<file path="config.mk">
export PLATFORM = sky130hd
export DESIGN_NAME = pcm_interpolator
export DESIGN_NICKNAME = d
export VERILOG_FILES = /design/src/rtl/sdm_pkg.sv /design/src/rtl/pcm_interpolator.sv
export SDC_FILE = /design/constraint.sdc
export NUM_CORES = 1
export LEC_CHECK = 0
export CAP_MARGIN = 5
export CORE_MARGIN = 5
export CORE_UTILIZATION = 30
export DETAILED_ROUTE_END_ITERATION = 16
export DONT_BUFFER_PORTS = 1
export PLACE_DENSITY = 0.47
export SYNTH_ARGS = -nofsm -noshare
export SYNTH_HDL_FRONTEND = slang
export SYNTH_SLANG_ARGS = --single-unit
</file>
<file path="constraint.sdc">
create_clock -name clk -period 8.2 [get_ports clk]
set_input_delay 1.64 -clock clk [delete_from_list [all_inputs] [get_ports clk]]
set_output_delay 1.64 -clock clk [all_outputs]
set_load 0.05 [all_outputs]
</file>
<file path="src/rtl/sdm_pkg.sv">
// Shared definitions for the PCM interpolator and the sigma-delta modulator it feeds.
// Sample width, oversampling ratio and the interpolator FSM encoding live here.
package sdm_pkg;

    localparam int DW       = 16;
    localparam int OSR      = 64;
    localparam int LOG2_OSR = $clog2(OSR);

    typedef logic signed [DW-1:0] sample_t;

    typedef enum logic [1:0] {
        ST_IDLE,
        ST_RUN,
        ST_STARVE
    } state_e;

endpackage

</file>
<file path="src/rtl/pcm_interpolator.sv">
// Linear PCM interpolator: ramps from the previous sample to the current one over OSR clocks,
// producing one sample per modulator clock, with a one-entry holding buffer for the next sample.
//
// state     | meaning
// ----------+------------------------------------------------------------------
// ST_IDLE   | no sample seen since reset; dout=0, waiting for the first sample
// ST_RUN    | ramping prev -> cur, one step of (cur-prev)/OSR per clock
// ST_STARVE | no sample arrived in time; dout held at cur until nxt is loaded
module pcm_interpolator
    import sdm_pkg::state_e, sdm_pkg::ST_IDLE, sdm_pkg::ST_RUN, sdm_pkg::ST_STARVE;
#(
    parameter int DW  = sdm_pkg::DW,
    parameter int OSR = sdm_pkg::OSR
) (
    input  logic                 clk,
    input  logic                 rst,
    input  logic signed [DW-1:0] s_data,
    input  logic                 s_valid,
    output logic                 s_ready,
    output logic signed [DW-1:0] dout,
    output logic                 phase_zero,
    output logic                 underrun,
    input  logic                 underrun_clr
);
    localparam int LW = $clog2(OSR);
    localparam int AW = DW + 1 + LW;

    state_e               state;
    logic signed [DW-1:0] prev;
    logic signed [DW-1:0] cur;
    logic signed [DW-1:0] nxt;
    logic                 nxt_valid;
    logic                 ready_en;
    logic [LW-1:0]        phase;
    logic signed [AW-1:0] acc;

    logic signed [DW:0]   delta;
    logic signed [AW-1:0] acc_sum;
    logic signed [AW-1:0] cur_scaled;
    logic                 last;
    logic                 accept;

    // acc holds prev*OSR + delta*phase, so a plain arithmetic shift gives the floored ramp value
    assign delta      = (DW+1)'(cur) - (DW+1)'(prev);
    assign acc_sum    = acc + AW'(delta);
    assign cur_scaled = AW'(cur) <<< LW;
    assign last       = (phase == LW'(OSR - 1));
    assign s_ready    = ready_en && !nxt_valid;
    assign accept     = s_valid && s_ready;

    always_ff @(posedge clk or posedge rst) begin
        if (rst) begin
            state      <= ST_IDLE;
            prev       <= '0;
            cur        <= '0;
            nxt        <= '0;
            nxt_valid  <= 1'b0;
            ready_en   <= 1'b0;
            phase      <= '0;
            acc        <= '0;
            dout       <= '0;
            phase_zero <= 1'b0;
            underrun   <= 1'b0;
        end else begin
            ready_en <= 1'b1;
            if (underrun_clr) begin
                underrun <= 1'b0;
            end
            case (state)
                ST_IDLE: begin
                    if (accept) begin
                        cur        <= s_data;
                        prev       <= '0;
                        phase      <= '0;
                        acc        <= '0;
                        dout       <= '0;
                        phase_zero <= 1'b1;
                        state      <= ST_RUN;
                    end
                end
                ST_RUN, ST_STARVE: begin
                    phase      <= phase + LW'(1);
                    phase_zero <= last;
                    if (accept) begin
                        nxt       <= s_data;
                        nxt_valid <= 1'b1;
                    end
                    if (last) begin
                        // segment boundary: old cur becomes the new start point either way
                        prev <= cur;
                        acc  <= cur_scaled;
                        dout <= cur;
                        if (nxt_valid) begin
                            cur       <= nxt;
                            nxt_valid <= 1'b0;
                            state     <= ST_RUN;
                        end else if (state == ST_RUN) begin
                            underrun <= 1'b1;
                            state    <= ST_STARVE;
                        end
                    end else if (state == ST_RUN) begin
                        acc  <= acc_sum;
                        dout <= DW'(acc_sum >>> LW);
                    end
                end
                default: state <= ST_IDLE;
            endcase
        end
    end

endmodule

</file>
==> results of run 1 <==
[layout make-up]
cell class	instances	area (um^2)	share of cell area (%)
sequential	82	2052	35.22
clock buffer	10	239.0	4.101
multi-input combinational	352	2811	48.25
timing repair buffer	4	30.03	0.5154
tap	229	286.5	4.917
clock inverter	6	72.57	1.245
inverter	89	335.3	5.755
[kinds of logic after synthesis]
kind of cell / Yosys count
AOI/OAI and AO/OA: 150
buffers and inverters: 121
and+or+nand+nor: 97
DFF: 82
adders and majority gates: 48
muxes: 35
xor gates and xnor gates: 21
other: 1
[registers in the layout, indices dropped and copies added, names as in the netlist]
| register | count |
|---|---|
| phase_zero | 1 |
| prev | 16 |
| dout | 15 |
| nxt | 16 |
| state | 2 |
| phase | 6 |
| nxt_valid | 1 |
| underrun | 1 |
| ready_en | 1 |
| cur | 16 |
| acc | 7 |
[cells in the mapped netlist, types with 2 or more instances]
master     n
dfrtp_1   82
a21oi_1   51
ha_1      27
a221oi_1   2
mux2_2    16
nor2b_1    5
o31ai_1    4
xor2_1     8
o21ai_1    9
nor2_1    27
fa_1      21
nand2_1   29
nand4_1    4
xnor2_1   13
nand3_1   11
and2b_1    2
o22ai_1    7
a21o_1     9
o21ai_0   21
o221ai_1   2
a31oi_1    4
inv_1     89
o32ai_1    3
buf_4     17
and3_1     3
buf_2      7
mux2i_1   19
clkbuf_1   7
a22o_1    16
nor3_1     6
a22oi_1    5
[metrics by stage]
| step | power [mW] | setup slack [ps] | instances |
|---|---|---|---|
| after floorplan | 1.587 | 4452 | 555 |
| after global placement | 1.756 | 4456 | 756 |
| after detailed placement | 1.757 | 4389 | 756 |
| after CTS | 2.203 | 4732 | 772 |
| after global routing | 2.367 | 4548 | 772 |
| final | 2.174 | 4752 | 772 |
[layout by cell type, fill, tap and decap left out, types with 2 or more instances in the layout]
master     Yosys  layout
o32ai_1        3       3
buf_4         17       4
xnor2_1       13      13
nand4_1        4       4
nor2b_1        5       5
ha_1          27      27
mux2i_1       19      19
a21o_1         9       9
a21oi_2        1       2
inv_1         89      88
dfrtp_1       82      82
xor2_1         8       8
nor2_1        27      27
and2b_1        2       2
o221ai_1       2       2
a22o_1        16      16
o22ai_1        7       7
nand2_1       29      29
nand3_1       11      11
a221oi_1       2       2
fa_1          21      21
inv_6          0       2
and3_1         3       3
o31ai_1        4       4
a31oi_1        4       4
clkinv_2       0       2
mux2_2        16      16
a21oi_1       51      50
nor3_1         6       6
o21ai_0       21      21
a22oi_1        5       5
o21ai_1        9       9
clkbuf_16      0       9
[power groups by stage]
stage / registers (mW) / clock network (mW) / logic (mW)
after global routing: 0.694 / 0.458 / 1.22
after CTS: 0.689 / 0.441 / 1.07
after global placement: 0.696 / 0 / 1.06
final: 0.682 / 0.425 / 1.07
after floorplan: 0.514 / 0 / 1.07
after detailed placement: 0.697 / 0 / 1.06
[worst paths after layout]
| check | startpoint | end | slack, ps |
|---|---|---|---|
| min in group asynchronous | rst | nxt[2] | 1500 |
| worst max-delay path | s_valid | dout[12] | 4750 |
| worst max register to register | dout[6] | dout[14] | 4780 |
| worst min-delay path | nxt[11] | nxt[11] | 500 |
| max in group asynchronous | rst | prev[15] | 6020 |
| worst min register to register | nxt[11] | nxt[11] | 500 |
[worst max-delay path, stage by stage]
cell,delay (ps)
and3b_1,300
a21oi_2,200
a31oi_4,170
buf_4,290
nand3_2,370
or4_1,620
nand3_1,110
[layer usage]
layer | up-vias | share of wire (%) | GRT usage (%)
met5 | - | 0 | 0
met3 | 6 | 6.8 | 2.381
met2 | 93 | 47 | 18.86
li1 | 1853 | - | -
met4 | 0 | 0.80 | 4.757
met1 | 1850 | 46 | 18.74
==> metrics, run 1 <==
RD Place Congestion 0.8405; Top FF cell, synth dfrtp_1; total grt overflow 0; Gate power share 49.1%; Worst Hold Slack 503.5 ps; Sw Ratio 45.98%; crit path max fanout 24; Core Util, Final 32.66%; Slew Viols, Final 0; simple-gate share of the synthesized area 8.897%; Num Clock Sinks 82; Mean Syn Cell Area 9.705 um^2; die width 144.0 um; crit path capture type flip-flop; cell area after layout 0.005827 mm^2; Post-synth EDFFs 0; Post-Syn Area 0.005386 mm^2; post-DP HPWL 9366 um; R2R depth 10; Longest Clk Path Bufs 2; register area share after synthesis 38.10%; Power per Cell Area 373.0 mW/mm^2; antenna violations before repair 0; standard-cell row count 49; layout net count 606; Ant. Diodes 0; multiplexer share of the synthesized area 6.876%; number of synthesized register bits 82; DRC 0; CTS tree yes; Mapped Cells 555; Post-CTS Setup Inserts 0; Post-CTS Resized 0; Fill cells 1844; Setup Total Neg Slack 0 ps; Synth area leaders dfrtp_1 (38%), fa_1 (7.8%), ha_1 (6.3%), inv_1 (6.2%), a21oi_1 (4.7%); 1st-iter DRT viols 302; Lkg Pwr 2.894 nW; port buffer count 0; core area 0.01784 mm^2; io pins 39; Fin. Hold Viols 0; Synth warnings 0; Period minus WS final 3448 ps; placed cell areas 0.005515 mm^2; final setup vio count 0; GRT Total Usage 12.81%; post-synthesis adder-cell area fraction 14.08%; max cap viols 0; root buf cell clkbuf_16; status finished clean; Clock Latency Late Sink 340 ps; Vias 3802; Mapped Nets 623; first-pass GRT wire length 20620 um; Cell variety after synth 60; Synth Area in XOR/XNOR 3.415%; Pre-antenna DRT Iters 4; layout cells sized above 1 9.576%; P_int 1.174 mW; Fmax 0.2900 GHz; cts hold-fix bufs 0; async set or reset register ratio after synthesis 100.0%; starting density of the core 30.19%; Yosys top cell area share 38.10%; Data required, critical path 8480 ps; period utilization 42.05%; Area Overhead vs Synth 8.177%; RSZ-0062 raised after global routing false; Hold Path Stages 1; routed vias/inst 4.925; Psw 0.9994 mW; main combinational cell family by area after synthesis compound AO/OA/AOI/OAI gates; die height 144.0 um; clock network fraction of design power 19.5%; die area 0.02073 mm^2; drt total wl 12540 um; Worst-Margin Slew 1047 ps; clk slew on worst S/H paths 70 ps; Routed Antenna Nets 0; Compound-Gate Fraction of Synth Area 18.79%; Max VDD drop 0.0001080 V; Worst Setup Start Kind input pin; Hold Crit Class reg2reg; clk_skew 7.007 ps; Crit Path Category in2reg; Reg power frac 31.4%; vias in the first global route 3862; Wirelength per Cell 16.25 um; CTS buffer count 9; largest net degree at the start of global routing 83; Synth area leader dfrtp_1; Worst slew margin 30.22%; H-Tree Depth 3; WP data arrival 3720 ps
Note: power is estimated with default switching activity, not from simulation.
==> inputs of run 2 (changes only) <==
--- a/config.mk
+++ b/config.mk
@@ -10,7 +10,7 @@
 export CORE_UTILIZATION = 30
 export DETAILED_ROUTE_END_ITERATION = 16
 export DONT_BUFFER_PORTS = 1
-export PLACE_DENSITY = 0.47
+export PLACE_DENSITY = 0.48
 export SYNTH_ARGS = -nofsm -noshare
 export SYNTH_HDL_FRONTEND = slang
 export SYNTH_SLANG_ARGS = --single-unit
==> constraint.sdc (replaced) <==
create_clock -name clk -period 2.78 [get_ports clk]
set_input_delay 0.556 -clock clk [delete_from_list [all_inputs] [get_ports clk]]
set_output_delay 0.556 -clock clk [all_outputs]
set_load 0.05 [all_outputs]
==> run 2 against run 1 <==
  * The run now ends with setup timing left
  * Cell area up 16%
  * Non-clock buffer count is 90 higher
  * Hold slack got worse by 350 ps
  * Setup slack got worse by 4900 ps
  * Largest cell class unchanged
==> metrics, run 2 (synthesis results as in run 1) <==
standard-cell row count 49; vias in the first global route 4334; io pins 39; clk_skew 7.152 ps; Lkg Pwr 3.361 nW; crit-path cells fa_1 > inv_2 > fa_2 > a21o_1 > a221oi_4 > nor4_4 > a2111oi_4 > a2111oi_2 > a311oi_1 > nand3_1; clk slew on worst S/H paths 70 ps; Routed Antenna Nets 0; Num Clock Sinks 82; first-pass GRT wire length 23070 um; Worst slew margin 34.73%; Final WS setup -130.2 ps; Max VDD drop 0.0004164 V; crit path capture type flip-flop; die height 144.0 um; Data required, critical path 3000 ps; Crit Path Category reg2reg; clock network fraction of design power 16.3%; largest registers cur (16), nxt (16), prev (16); post-DP HPWL 10830 um; Hold Crit Class in2async; R2R depth 10; Wirelength per Cell 16.74 um; DRC 0; commonest non-fill, non-tap cells in the layout buf_4 (93), inv_1 (86), dfrtp_1 (82); max cap viols 0; Power per Cell Area 1197 mW/mm^2; Fmax 0.3436 GHz; layout cells sized above 1 26.70%; starting density of the core 30.19%; final setup vio count 5; Area Overhead vs Synth 25.44%; violated checks setup timing; period utilization 104.7%; Critical R2R Capture dout[14]; Gate power share 64.6%; Sw Ratio 43.01%; Longest Clk Path Bufs 2; Vias 4076; root buf cell clkbuf_16; RSZ-0062 raised after global routing true; status complete, but fails checks; CTS tree yes; CP max stage delay 550 ps; layout net count 696; Clock Latency Late Sink 340 ps; placed insts 834; worst reg-to-reg setup slack -130 ps; Fill cells 1764; cts hold-fix bufs 0; fin cells 862; CTS buffer count 9; WP data arrival 3130 ps; Psw 3.479 mW; dpl ws -173.9 ps; Worst Hold Slack 150.0 ps; die area 0.02073 mm^2; commonest non-fill, non-tap cell in the layout buf_4; Pre-antenna DRT Iters 4; crit path max fanout 3; largest net degree at the start of global routing 50; antenna violations before repair 0; critical path's top delay family compound AO/OA/AOI/OAI gates; RD Place Congestion 0.8593; Worst-Margin Slew 978.0 ps; Critical path buffers and inverters 1; R2R Path Start prev[1]; routed vias/inst 4.729; Fin. Hold Viols 0; 1st-iter DRT viols 168; Period minus WS final 2910 ps; P_int 4.609 mW; die width 144.0 um; Reg power frac 19.1%; Worst Setup Start Kind flip-flop; H-Tree Depth 3; port buffer count 0; total grt overflow 0; core area 0.01784 mm^2; Slew Viols, Final 0; CP max stage cell fa_1; Ant. Diodes 0; drt total wl 14430 um; GRT Total Usage 14.45%
## run 2: worst max-delay path by stage
stage                     depth (start not counted)        to      from
after detailed placement                         11  dout[14]   prev[0]
after CTS                                        10  dout[14]   prev[1]
after floorplan                                  10  dout[14]  prev[15]
final                                            10  dout[14]   prev[1]
after global routing                             10  dout[14]   prev[1]
after global placement                           10  dout[14]   prev[1]
## run 2: final cells by class
| type | instances | area (um^2) | share of cell area [%] |
|---|---|---|---|
| Tap cell | 229 | 286.5 | 4.241 |
| Timing Repair Buffer | 94 | 718.2 | 10.63 |
| Inverter | 89 | 335.3 | 4.963 |
| Multi-Input combinational cell | 352 | 3044 | 45.06 |
| Sequential cell | 82 | 2052 | 30.37 |
| Clock buffer | 10 | 229.0 | 3.389 |
| Clock inverter | 6 | 91.34 | 1.352 |
## run 2: stage by stage
stage                     instance area, um^2  power (mW)  utilization (%)  setup TNS, ps
final                                    6756       8.088            37.87         -421.2
after global routing                     6756       8.732            37.87          -1337
after CTS                                6525       7.591            36.57         -545.6
after detailed placement                 6130       6.083            34.36         -388.7
after global placement                   6130       6.045            34.36         -278.7
after floorplan                          5403       4.727                -         -15.13
## run 2: timing repair
| action | 4_1_cts | 5_1_grt |
|---|---|---|
| setup buffers | 5 | 7 |
| gates resized for setup | 7 | 26 |
| endpoints found under the hold margin | 0 | 0 |
| endpoints found under the setup margin | 5 | 12 |
| pin swaps | 15 | 20 |
## run 2: layer usage
metal / vias up / routed length, um / GRT usage, %
met5: - / 0 / 0
met4: 0 / 294 / 5.253
met3: 16 / 540 / 2.447
met2: 58 / 6627 / 23.03
met1: 1975 / 6966 / 19.82
li1: 2027 / - / -
## run 2: power groups by stage
stage | Combinational, mW | Sequential, mW | Clock, mW
final | 5.22 | 1.55 | 1.32
after global routing | 5.75 | 1.57 | 1.41
after detailed placement | 4.52 | 1.57 | 0
after floorplan | 3.21 | 1.52 | 0
after global placement | 4.48 | 1.56 | 0
after CTS | 4.69 | 1.55 | 1.35
==> inputs of run 3 (changes only) <==
==> constraint.sdc (replaced) <==
create_clock -name clk -period 2.78 [get_ports clk]
set_input_delay 0.556 -clock clk [delete_from_list [all_inputs] [get_ports clk]]
set_output_delay 0.556 -clock clk [all_outputs]
set_load 0.02 [all_outputs]
==> run 3 against run 2 <==
  * The run still ends with setup timing left
  * Flip-flop and latch count unchanged
  * Count of clock-buffer cells in the layout increased by 1
  * Combinational power is 9.0% lower
  * Hold slack improved by 23 ps
  * Cell area is 1.4% lower
  * Setup slack lost 14 ps
  * Maximum frequency shrank 0.49%
  * Routed wire length shrank 2.2%
  * Via count grew 1.2%
  * Largest power group unchanged
==> metrics, run 3 (synthesis results as in run 1) <==
Final WS setup -144.4 ps; DRC 0; cts hold-fix bufs 0; final setup vio count 5; WP data arrival 3130 ps; Lkg Pwr 3.293 nW; Longest Clk Path Bufs 2; cell area after layout 0.006659 mm^2; Worst-Margin Slew 918.4 ps; crit path max fanout 3; Data required, critical path 2990 ps; violated checks setup timing; commonest non-fill, non-tap cells in the layout buf_4 (83), dfrtp_1 (82), inv_1 (80); post-DP HPWL 10710 um; CTS tree yes; placed cell areas 0.006092 mm^2; R2R Path Start prev[1]; RSZ-0062 raised after global routing true; drt total wl 14110 um; io pins 39; vias in the first global route 4196; dpl ws -177.8 ps; Fmax 0.3420 GHz; layout cells sized above 1 25.80%; worst reg-to-reg setup slack -140 ps; clk_skew 5.974 ps; antenna violations before repair 0; Slew Viols, Final 0; Area Overhead vs Synth 23.62%; layout net count 687; Vias 4123; starting density of the core 30.19%; Worst slew margin 38.71%; RD Place Congestion 0.8739; Routed Antenna Nets 0; Hold Crit Class in2async; Pre-antenna DRT Iters 5; port buffer count 0; first-pass GRT wire length 23030 um; crit path capture type flip-flop; Core Util, Final 37.32%; Max VDD drop 0.0004035 V; Critical R2R Capture dout[8]; status complete, but fails checks; largest net degree at the start of global routing 47; Setup Total Neg Slack -364.7 ps; 1st-iter DRT viols 235; routed vias/inst 4.834; Ant. Diodes 0; Num Clock Sinks 82; CTS buffer count 9; die height 144.0 um; largest registers cur (16), nxt (16), prev (16); standard-cell row count 49; total grt overflow 0; period utilization 105.2%; Crit Path Category reg2reg; CP endpoint dout[8]; Period minus WS final 2924 ps; root buf cell clkbuf_16; die width 144.0 um; R2R depth 10; Fin. Hold Viols 0; commonest non-fill, non-tap cell in the layout buf_4; H-Tree Depth 3; max cap viols 0; GRT Total Usage 14.30%; Clock Latency Late Sink 340 ps; Worst Setup SP prev[1]; clk slew on worst S/H paths 60 ps; Worst Setup Start Kind flip-flop; die area 0.02073 mm^2; Wirelength per Cell 16.54 um; core area 0.01784 mm^2; Power per Cell Area 1138 mW/mm^2
## run 3: changes by cell type in the layout (fill, tap and decap cells not counted), moves of 2 or more
cell      previous run  this run
inv_1               86        80
ha_4                 7         9
inv_2                2         8
xnor2_1             11        13
a21oi_4              2         0
xnor2_2              2         0
o21ai_1              8        10
buf_4               93        83
clkinv_4             3         1
## run 3: worst max-delay path, stage by stage (launching register included)
cell and delay, ps:
dfrtp_1 390, fa_1 550, inv_2 50, fa_2 330, a21o_1 220, a221o_2 410, a31oi_4 250, o31ai_2 90
a21oi_1 200, xor2_1 180, o221ai_1 110
## run 3: metrics by stage
| step | hold slack (ps) | power (mW) | std cells |
|---|---|---|---|
| finish | 172.7 | 7.579 | 853 |
| global route | 234.4 | 8.203 | 853 |
| CTS | 197.0 | 7.374 | 849 |
| detailed placement | 483.2 | 5.789 | 829 |
| global placement | 479.1 | 5.723 | 829 |
| floorplan | 456.3 | 4.443 | 555 |
## run 3: timing repair
item	4_1_cts	5_1_grt
setup endpoints to repair	5	12
hold endpoints to repair	0	0
gates cloned	0	0
setup buffers	4	4
resized for setup	14	20
pin swaps	17	16
## run 3: worst min path at each step
stage | startpoint | end | slack [ps] | cells after the start
after global routing | rst | phase[2] | 230 | 1
after CTS | rst | phase[2] | 200 | 1
after floorplan | prev[0] | prev[0] | 460 | 2
after detailed placement | prev[0] | prev[0] | 480 | 2
after global placement | prev[0] | prev[0] | 480 | 2
final | rst | phase_zero | 170 | 1
## run 3: cell type report
type	instances	area, um^2
tap	229	286.5
multi-input combinational	352	3019
timing repair buffer	85	654.4
inverter	89	335.3
sequential	82	2052
fill	1791	11180
clock inverter	5	78.83
clock buffer	11	232.7
## run 3: metal layers
layer	GRT usage (%)	vias to the layer above	wire length, um
li1	-	2019	-
met1	20.33	2009	6812
met2	22.10	75	6413
met3	2.546	20	602
met4	4.708	0	281
met5	0	-	0
## run 3: report_power, final
group	leakage, nW	total [mW]	switching [mW]	internal [mW]
Sequential	1.03	1.55	0.133	1.42
Clock	0.153	1.28	0.493	0.786
Combinational	2.11	4.75	2.49	2.26
Total	3.29	7.58	3.12	4.46
